### config.mk
export PLATFORM = sky130hd
export DESIGN_NAME = anton_neopixel_multi_stream
export DESIGN_NICKNAME = d
export VERILOG_FILES = /design/src/rtl/anton_neopixel_multi_stream_pkg.sv /design/src/rtl/anton_neopixel_multi_stream_bit_encoder.sv /design/src/rtl/anton_neopixel_multi_stream.sv
export SDC_FILE = /design/constraint.sdc
export NUM_CORES = 1
export LEC_CHECK = 0
export ABC_AREA = 1
export ABC_CLOCK_PERIOD_IN_PS = 6600
export BUFFER_PORTS_ARGS = -buffer_cell sky130_fd_sc_hd__buf_2
export CORE_MARGIN = 2
export CORE_UTILIZATION = 60
export DETAILED_ROUTE_END_ITERATION = 8
export PLACE_DENSITY = 0.79
export SETUP_SLACK_MARGIN = 0.02
export SYNTH_ARGS = -nofsm -noshare
export SYNTH_HDL_FRONTEND = slang
export SYNTH_SLANG_ARGS = --single-unit
export TNS_END_PERCENT = 5
### constraint.sdc
create_clock -name clk6_4mhz -period 6.6 [get_ports clk6_4mhz]
set_input_delay 1.32 -clock clk6_4mhz [delete_from_list [all_inputs] [get_ports clk6_4mhz]]
set_output_delay 1.32 -clock clk6_4mhz [all_outputs]
set_load 0.03 [all_outputs]
### src/rtl/anton_neopixel_multi_stream_pkg.sv
// Shared encodings and timing constants for the multi-channel WS2812 streamer.
package anton_neopixel_multi_stream_pkg;

  typedef enum logic [1:0] {
    NP_IDLE    = 2'd0,
    NP_PRELOAD = 2'd1,
    NP_STREAM  = 2'd2,
    NP_SYNC    = 2'd3
  } npState_t;

  localparam int T0_HIGH             = 2;
  localparam int T1_HIGH             = 5;
  localparam int RESET_DELAY_DEFAULT = 400;

  // Line level for one data bit at a given tick (8 ticks per bit).
  function automatic logic bitPattern(input logic dataBit, input logic [2:0] tick);
    return tick < (dataBit ? 3'(T1_HIGH) : 3'(T0_HIGH));
  endfunction

endpackage

### src/rtl/anton_neopixel_multi_stream_bit_encoder.sv
// One output lane: shadow byte (prefetch target), shift byte (on the wire) and pulse shaping.
module anton_neopixel_bit_encoder
  import anton_neopixel_multi_stream_pkg::*;
(
  input  logic       clk6_4mhz,
  input  logic       resetn,
  input  logic       clr,
  input  logic       shLoad,
  input  logic [7:0] shData,
  input  logic       xfer,
  input  logic       shiftEn,
  input  logic       en,
  input  logic       active,
  input  logic [2:0] tick,
  output logic       neo
);

  logic [7:0] shadowQ;
  logic [7:0] shiftQ;

  always_ff @(posedge clk6_4mhz or negedge resetn) begin
    if (!resetn) begin
      shadowQ <= '0;
      shiftQ  <= '0;
    end else if (clr) begin
      shadowQ <= '0;
      shiftQ  <= '0;
    end else begin
      if (shLoad) shadowQ <= shData;
      // The last preload byte lands on the same edge as the first transfer, so bypass it.
      if (xfer)         shiftQ <= shLoad ? shData : shadowQ;
      else if (shiftEn) shiftQ <= {shiftQ[6:0], 1'b0};
    end
  end

  assign neo = active & en & bitPattern(shiftQ[7], tick);

endmodule

### src/rtl/anton_neopixel_multi_stream.sv
// Multi-channel WS2812 streamer: one shared byte buffer, round-robin prefetch, per-lane encoders.
module anton_neopixel_multi_stream
  import anton_neopixel_multi_stream_pkg::*;
#(
  parameter int CHANNELS      = 4,
  parameter int PIXELS_PER_CH = 64,
  parameter int RESET_DELAY   = RESET_DELAY_DEFAULT,
  localparam int PW = (PIXELS_PER_CH > 1) ? $clog2(PIXELS_PER_CH) : 1,
  localparam int AW = $clog2(CHANNELS * PIXELS_PER_CH * 4)
) (
  input  logic                clk6_4mhz,
  input  logic                resetn,
  input  logic                start,
  input  logic                stop,
  input  logic                regCtrl32bit,
  input  logic                regCtrlLoop,
  input  logic [CHANNELS-1:0] chEnable,
  input  logic [PW-1:0]       pixelsMax,
  output logic [AW-1:0]       rdAddr,
  output logic                rdEn,
  input  logic [7:0]          rdData,
  output logic [CHANNELS-1:0] neoData,
  output logic [1:0]          state,
  output logic                frameDone
);

  localparam int CW = (CHANNELS > 1) ? $clog2(CHANNELS) : 1;
  localparam int SW = $clog2(RESET_DELAY + 1);
  localparam logic [4:0]    CH5       = 5'(CHANNELS);
  localparam logic [5:0]    CH6       = 6'(CHANNELS);
  localparam logic [SW-1:0] SYNC_LAST = SW'(RESET_DELAY - 1);
  localparam logic [PW-1:0] PIX_LAST  = PW'(PIXELS_PER_CH - 1);

  npState_t          stateQ, stateD;
  logic [4:0]        preCnt;
  logic [2:0]        tickQ, bitCnt;
  logic [5:0]        byteCycle;
  logic [PW-1:0]     pixQ, pixMaxQ, nextPix, pixSel, pixMaxClamp;
  logic [1:0]        bipQ, nextBip, bipSel, lastBip;
  logic [SW-1:0]     syncCnt;
  logic              bpp32Q;
  logic [CHANNELS-1:0] chEnQ;
  logic              rdVldQ;
  logic [CW-1:0]     rdCh, rdChQ;
  logic [AW-1:0]     rdAddrC;
  logic              lastByte, byteEnd, preDone, syncDone, accStart, sample;
  logic              xfer, shiftEn, streaming;

  assign state       = stateQ;
  assign byteCycle   = {bitCnt, tickQ};
  assign streaming   = (stateQ == NP_STREAM);
  assign lastBip     = bpp32Q ? 2'd3 : 2'd2;
  assign lastByte    = (pixQ == pixMaxQ) && (bipQ == lastBip);
  assign byteEnd     = streaming && (byteCycle == 6'd63);
  assign preDone     = (stateQ == NP_PRELOAD) && (preCnt == CH5);
  assign syncDone    = (stateQ == NP_SYNC) && (syncCnt == SYNC_LAST);
  assign accStart    = (stateQ == NP_IDLE) && start && !stop;
  assign sample      = accStart || (syncDone && regCtrlLoop && !stop);
  assign frameDone   = syncDone && !stop;
  assign xfer        = preDone || (byteEnd && !lastByte);
  assign shiftEn     = streaming && (tickQ == 3'd7);
  assign pixMaxClamp = (int'(pixelsMax) > PIXELS_PER_CH - 1) ? PIX_LAST : pixelsMax;

  always_comb begin
    nextBip = bipQ + 2'd1;
    nextPix = pixQ;
    if (bipQ == lastBip) begin
      nextBip = 2'd0;
      nextPix = pixQ + 1'b1;
    end
  end

  always_comb begin
    stateD = stateQ;
    case (stateQ)
      NP_IDLE:    if (start)                stateD = NP_PRELOAD;
      NP_PRELOAD: if (preDone)              stateD = NP_STREAM;
      NP_STREAM:  if (byteEnd && lastByte)  stateD = NP_SYNC;
      NP_SYNC:    if (syncDone)             stateD = regCtrlLoop ? NP_PRELOAD : NP_IDLE;
      default:                              stateD = NP_IDLE;
    endcase
    if (stop) stateD = NP_IDLE;
  end

  // Fixed read schedule: preload byte 0 for every lane, then prefetch the next byte
  // during the first CHANNELS cycles of each byte; nothing past the frame's last byte.
  always_comb begin
    rdEn   = 1'b0;
    rdCh   = '0;
    pixSel = pixQ;
    bipSel = bipQ;
    if ((stateQ == NP_PRELOAD) && (preCnt < CH5)) begin
      rdEn = 1'b1;
      rdCh = preCnt[CW-1:0];
    end else if (streaming && (byteCycle < CH6) && !lastByte) begin
      rdEn   = 1'b1;
      rdCh   = byteCycle[CW-1:0];
      pixSel = nextPix;
      bipSel = nextBip;
    end
  end

  assign rdAddrC = AW'(rdCh) * AW'(PIXELS_PER_CH * 4)
                 + AW'(pixSel) * AW'(bpp32Q ? 3'd4 : 3'd3)
                 + AW'(bipSel);
  assign rdAddr  = rdEn ? rdAddrC : '0;

  always_ff @(posedge clk6_4mhz or negedge resetn) begin
    if (!resetn) begin
      stateQ  <= NP_IDLE;
      preCnt  <= '0;
      tickQ   <= '0;
      bitCnt  <= '0;
      pixQ    <= '0;
      bipQ    <= '0;
      syncCnt <= '0;
      rdVldQ  <= 1'b0;
      rdChQ   <= '0;
    end else begin
      stateQ <= stateD;
      rdVldQ <= rdEn && !stop;
      rdChQ  <= rdCh;
      if (stop) begin
        preCnt  <= '0;
        tickQ   <= '0;
        bitCnt  <= '0;
        pixQ    <= '0;
        bipQ    <= '0;
        syncCnt <= '0;
      end else begin
        case (stateQ)
          NP_IDLE: if (start) begin
            preCnt <= '0;
            pixQ   <= '0;
            bipQ   <= '0;
          end
          NP_PRELOAD: preCnt <= preDone ? '0 : preCnt + 1'b1;
          NP_STREAM: begin
            tickQ <= tickQ + 1'b1;
            if (tickQ == 3'd7) bitCnt <= bitCnt + 1'b1;
            if (byteEnd) begin
              pixQ <= lastByte ? '0 : nextPix;
              bipQ <= lastByte ? '0 : nextBip;
            end
          end
          NP_SYNC: syncCnt <= syncDone ? '0 : syncCnt + 1'b1;
          default: ;
        endcase
      end
    end
  end

  // Frame configuration is only latched at frame boundaries.
  always_ff @(posedge clk6_4mhz or negedge resetn) begin
    if (!resetn) begin
      bpp32Q  <= 1'b0;
      chEnQ   <= '0;
      pixMaxQ <= '0;
    end else if (sample) begin
      bpp32Q  <= regCtrl32bit;
      chEnQ   <= chEnable;
      pixMaxQ <= pixMaxClamp;
    end
  end

  for (genvar g = 0; g < CHANNELS; g++) begin : gLane
    anton_neopixel_bit_encoder uEnc (
      .clk6_4mhz (clk6_4mhz),
      .resetn    (resetn),
      .clr       (stop),
      .shLoad    (rdVldQ && (rdChQ == CW'(g))),
      .shData    (rdData),
      .xfer      (xfer),
      .shiftEn   (shiftEn),
      .en        (chEnQ[g]),
      .active    (streaming),
      .tick      (tickQ),
      .neo       (neoData[g])
    );
  end

endmodule
# Word-level counts from Yosys, hierarchy flattened
# Index checks and enable logic that the tools add are counted.
# classes
n_addsub,8
multipliers,1
order_cmp,6
eq_ne,17
n_mux,66
bitwise,8
n_reduce_logical,36
# op_table
cell,n
two-way mux 8 bit,20
two-way mux 6 bit,7
two-way mux 3 bit,10
two-way mux 2 bit,14
two-way mux 9 bit,3
logical AND 1 bit,20
two-way mux 5 bit,3
"!= test 3 bit, second input constant",5
less-than comparator 3 bit,4
one-hot mux 6 bit (2 select lines),1
adder 10 x 2 -> 10 bit,1
adder 10 x 9 -> 10 bit,1
two-way mux 10 bit,1
one-hot mux 5 bit (2 select lines),1
"adder 9 x 1 -> 9 bit, second input constant",1
"== test 9 bit, second input constant",1
multiplier 6 x 3 -> 9 bit,1
nonzero test 3 bit,3
bitwise AND 1 bit,8
"== test 2 bit, second input constant",4
one-hot mux 2 bit (4 select lines),1
"adder 3 x 1 -> 3 bit, second input constant",2
"adder 6 x 1 -> 6 bit, second input constant",1
== test 6 bit,1
18 further kinds,28
# word_totals
register_bits,108
output_inout_bits,18
word_cells,162

# Logic depth before layout (Yosys ltp)
# depth
word_depth,11
ltp_mapped,24

# By module
# Synthesis repeated with hierarchy kept, for this count alone.
# unflattened
cells_unflattened,797
hier_area_um2,6442.4
# by_module_without_submodules
module,instances,cells_each,area_each_um2,seq_area_each_um2
anton_neopixel_bit_encoder,4,95,807.0,400.4
anton_neopixel_multi_stream,1,417,3214.3,1101.1

# Worst setup path before layout
# OpenSTA, ideal clock, no wires.
# synth_timing
kind,register -> output
start,"register stateQ[0], in the netlist state[0]"
end,output rdAddr[9]
t_arrival_ns,3.927
setup_slack_ns,1.353
path_stages_with_launch,20
path_cell_list,dfrtp_1 > inv_1 > ha_1 > inv_1 > nor4_2 > nand3_2 > inv_1 > buf_2 > nand2_1 > nand3_1 > inv_1 > ha_1 > ha_1 > ha_1 > fa_1 > nand4_1 > nand3_1 > a21oi_1 > a21oi_1 > nor2_1
# synth_via
elab_chain_len,9
elab_cells_between_ends,17
cone_classes,add/sub: 2; mul: 1; eq/ne: 2; mux: 9; reduce/logical: 3
# synth_lines
element,line_no,source
start: declaration,anton_neopixel_multi_stream.sv:34,"npState_t stateQ, stateD;"
start signal: assignment,anton_neopixel_multi_stream.sv:120,stateQ <= stateD;
== test 2 bit,anton_neopixel_multi_stream.sv:51,assign streaming = (stateQ == NP_STREAM);
logical AND 1 bit (2 in a row),anton_neopixel_multi_stream.sv:95,end else if (streaming && (byteCycle < CH6) && !lastByte) begin
two-way mux 6 bit,anton_neopixel_multi_stream.sv:95,
two-way mux 6 bit,anton_neopixel_multi_stream.sv:92,if ((stateQ == NP_PRELOAD) && (preCnt < CH5)) begin
multiplier 6 x 3 -> 9 bit,anton_neopixel_multi_stream.sv:104,+ AW'(pixSel) * AW'(bpp32Q ? 3'd4 : 3'd3)
adder 10 x 9 -> 10 bit,anton_neopixel_multi_stream.sv:104,
adder 10 x 2 -> 10 bit,anton_neopixel_multi_stream.sv:105,+ AW'(bipSel);
two-way mux 10 bit *,anton_neopixel_multi_stream.sv:106,assign rdAddr = rdEn ? rdAddrC : '0;
end: declaration,anton_neopixel_multi_stream.sv:19,"output logic [AW-1:0] rdAddr,"
# Mark *: on every way between the ends. The rest lies on a longest branch, timed or not.

# Worst setup path in the final report
# Ends and elaborated chain as after synthesis.

==> results.sh <==
export IMPL_status="completed"
export IMPL_synth_top_area_share_pct=42.6
export IMPL_viasPerCell=5.57
export IMPL_core_area_sq_um=10300
export IMPL_slowest_stage="dfrtp_1"
export IMPL_cts_root_buf="clkbuf_8"
export IMPL_tightest_slew_ns=1.22
export IMPL_drv_cap=0
export IMPL_synth_nets=834
export IMPL_grt_pass1_vias=5196
export IMPL_ys_warn_count=0
export IMPL_grt_pass1_wl_mm=24.1
export IMPL_startpoint="state[0]"
export IMPL_synth_top_cells_by_area="dfrtp_1, nand2_1, ha_1"
export IMPL_clock_latency_ns=0.40
export IMPL_synthFlopType="dfrtp_1"
export IMPL_worstReg2RegEnd="gLane[2].uEnc.shiftQ[2]"
export IMPL_synth_edf_count=0
export IMPL_clk_pin_slew_ns=0.11
export IMPL_p_leak_nw=3.64
export IMPL_endpoint_kind="output pin"
export IMPL_final_antenna_net_count=0
export IMPL_antenna_found_initial=0
export IMPL_design_area_sq_um=6740
export IMPL_crit_chain="inv_1 -> ha_1 -> inv_1 -> nor4_2 -> nand3_2 -> inv_1 -> nand2_1 -> nand3_1 -> inv_1 -> ha_1 -> ha_1 -> ha_1 -> fa_1 -> nand4_1 -> nand3_1 -> a21oi_1 -> nand3_1 -> nand2_1 -> nor2_1 -> buf_2"
export IMPL_finalHoldViolations=0
export IMPL_hpwl_mm=9.78
export IMPL_final_max_slew_violation_count=0
export IMPL_wl_per_cell_um=15.0
export IMPL_fin_ws_ns=0.730
export IMPL_period_share_pct=88.9
export IMPL_grt_max_degree=70
export IMPL_drtIter0Drc=289
export IMPL_io_pins=42
export IMPL_ff2ff_path_depth=10
export IMPL_dieHeight_um=107
export IMPL_num_vias=5179
export IMPL_tns_ns=0
export IMPL_slowest_delay_ns=0.46
export IMPL_place_congestion=0.874
export IMPL_ir_drop_uv=172
export IMPL_pwr_density_cell_nw_per_um2=256
export IMPL_cts_setup_buffers=0
export IMPL_yosys_area_top_type="dfrtp_1"
export IMPL_cts_sinks=108
export IMPL_diodes=0
export IMPL_synth_area_sq_um=6350
export IMPL_cp_top_family="adder cells"
export IMPL_required_ns=5.28
export IMPL_cts_buffer_depth=2
export IMPL_numCtsBuffers=9
export IMPL_ys_ff_latch=108
export IMPL_setup_viol=0
export IMPL_synthCells=768
export IMPL_crit_path_start_kind="register"
export IMPL_final_nets=855
export IMPL_layout_drive_gt1_share_pct=9.82
export IMPL_postSynthAreaPerCell_sq_um=8.27
export IMPL_area_delta_synth_final_pct=6.07
export IMPL_die_w_um=107
export IMPL_crit_end="rdAddr[9]"
export IMPL_num_rows=37
export IMPL_cts_tree="yes"
export IMPL_yosysSeqAreaShare_pct=42.6
export IMPL_cp_num_buf_inv=5
export IMPL_grt_usage_pct=26.5
export IMPL_cts_hold_buffers=0
export IMPL_ys_async_sr_fraction_pct=100
export IMPL_grt_overflow=0
export IMPL_htree_levels=3
export IMPL_rsz0062_at_grt="false"
export IMPL_cts_resized=0
export IMPL_initial_core_util_pct=61.5
export IMPL_synthDistinctLibCells=42
export IMPL_first_pass_iters=5
export IMPL_relSlewSlack_pct=18.5
export IMPL_drt_total_wl_mm=14.0
export IMPL_fin_skew_ns=0.0119
export IMPL_die_area_sq_um=11400
export IMPL_drc=0
export IMPL_timing_rr_start="state[1]"
export IMPL_portBuffers=41
export IMPL_cp_num_cells=20
export IMPL_path_max_fanout=11
export IMPL_cp_arrival_ns=4.55
export IMPL_hold_depth=2
export IMPL_r2r_slack_ns=3.35
export IMPL_period_minus_slack_ns=5.87
export IMPL_fmax_mhz=170
export IMPL_pre_cts_slack_ns=1.20
export IMPL_hp_class="register to register"
export IMPL_critPathKind="register to output pin"
export IMPL_placed_area_sq_um=6550
## registers in the layout, summed over array words and instances (netlist names)
signal	flops
gLane.uEnc.shadowQ	32
gLane.uEnc.shiftQ	32
syncCnt	9
pixMaxQ	6
pixQ	6
preCnt	5
chEnQ	4
bitCnt	3
tickQ	3
bipQ	2
rdChQ	2
state	2
bpp32Q	1
rdVldQ	1
## routing by layer
layer  part of all wire, %  GRT usage [%]  up-vias
met5                     0              0        -
met4                   2.3           10.1        0
li1                      -              -     2541
met1                    46           34.5     2498
met3                   4.6           5.11       28
met2                    47           44.0      112
## metrics by stage
step                      hold WS [ns]  cells  util (%)  total power, mW
after floorplan                  0.440    768         -             1.20
after global placement           0.452    914      63.5             1.33
after detailed placement         0.456    914      63.5             1.35
after CTS                        0.483    930      65.3             1.74
after global routing             0.498    930      65.3             1.84
final                            0.484    930      65.3             1.72
## kinds of logic (layout without fill, tap and decap cells)
family          after synthesis  in the layout  share of synthesized area (%)
xor+xnor                     18             18                           2.48
compound gates               88             88                           7.72
buf+inv                     113            139                           7.66
flops                       108            108                           42.6
fa+ha+maj                    42             42                           8.39
simple gates                370            370                           26.6
mux                          29             29                           4.57
## cell usage in the layout (no fill, tap or decap), types with 2 or more instances in the layout
cell / synthesis / final
nand3b_1: 24 / 24
nor2_1: 61 / 61
nor3_1: 6 / 6
inv_8: 0 / 2
o21ai_1: 9 / 9
nor3_4: 2 / 2
o21ai_0: 38 / 38
nand4_1: 8 / 8
inv_1: 75 / 75
nand2_2: 2 / 2
o22ai_1: 6 / 6
buf_4: 6 / 2
o211ai_1: 4 / 4
mux2i_1: 29 / 29
a21oi_1: 23 / 23
ha_1: 41 / 41
nor2_2: 2 / 2
buf_2: 8 / 40
inv_2: 5 / 5
a31oi_1: 2 / 2
clkinvlp_4: 0 / 2
clkbuf_8: 0 / 9
dfrtp_1: 108 / 108
nand2_4: 3 / 3
nand3_1: 62 / 62
xnor2_1: 5 / 5
nand2_1: 194 / 194
xor2_1: 13 / 13
## cell usage after synthesis (all sizes together) (3+ instances only)
master,number
nand2,199
dfrtp,108
inv,80
nand3,64
nor2,64
o21ai,47
ha,41
mux2i,29
a21oi,24
nand3b,24
buf,19
clkbuf,13
xor2,13
nand4,9
nor3,8
o22ai,6
xnor2,5
o211ai,4
a31oi,3
## cell type report
| type | count | area (sq um) |
|---|---|---|
| timing repair buffer | 42 | 215 |
| inverter | 81 | 304 |
| fill | 874 | 3590 |
| sequential | 108 | 2700 |
| multi-input combinational | 547 | 3160 |
| clock buffer | 10 | 128 |
| tap | 136 | 170 |
| clock inverter | 6 | 55.1 |
## worst reg2reg max path, delay by kind of cell, from the launching register on
kind            cells  cell delay (ns)
flops               1             0.45
compound gates      1             0.63
fa+ha+maj           1             0.29
buf+inv             2             0.19
simple gates        6             1.65
## power breakdown
| group | internal, mW | switching [mW] | leakage (nW) |
|---|---|---|---|
| sequential | 0.725 | 0.0571 | 1.48 |
| combinational | 0.176 | 0.377 | 2.07 |
| clock | 0.145 | 0.244 | 0.0869 |
| total | 1.05 | 0.678 | 3.64 |
## how the worst min path moves through the flow
stage                                        from                      end  slack [ns]
after floorplan           gLane[0].uEnc.shiftQ[1]  gLane[0].uEnc.shiftQ[1]        0.44
after global placement    gLane[0].uEnc.shiftQ[6]  gLane[0].uEnc.shiftQ[6]        0.45
after detailed placement  gLane[0].uEnc.shiftQ[5]  gLane[0].uEnc.shiftQ[5]        0.46
after CTS                 gLane[0].uEnc.shiftQ[5]  gLane[0].uEnc.shiftQ[5]        0.48
after global routing      gLane[3].uEnc.shiftQ[5]  gLane[3].uEnc.shiftQ[5]        0.50
final                     gLane[1].uEnc.shiftQ[4]  gLane[1].uEnc.shiftQ[4]        0.48
(Power assumes the default switching activity.)
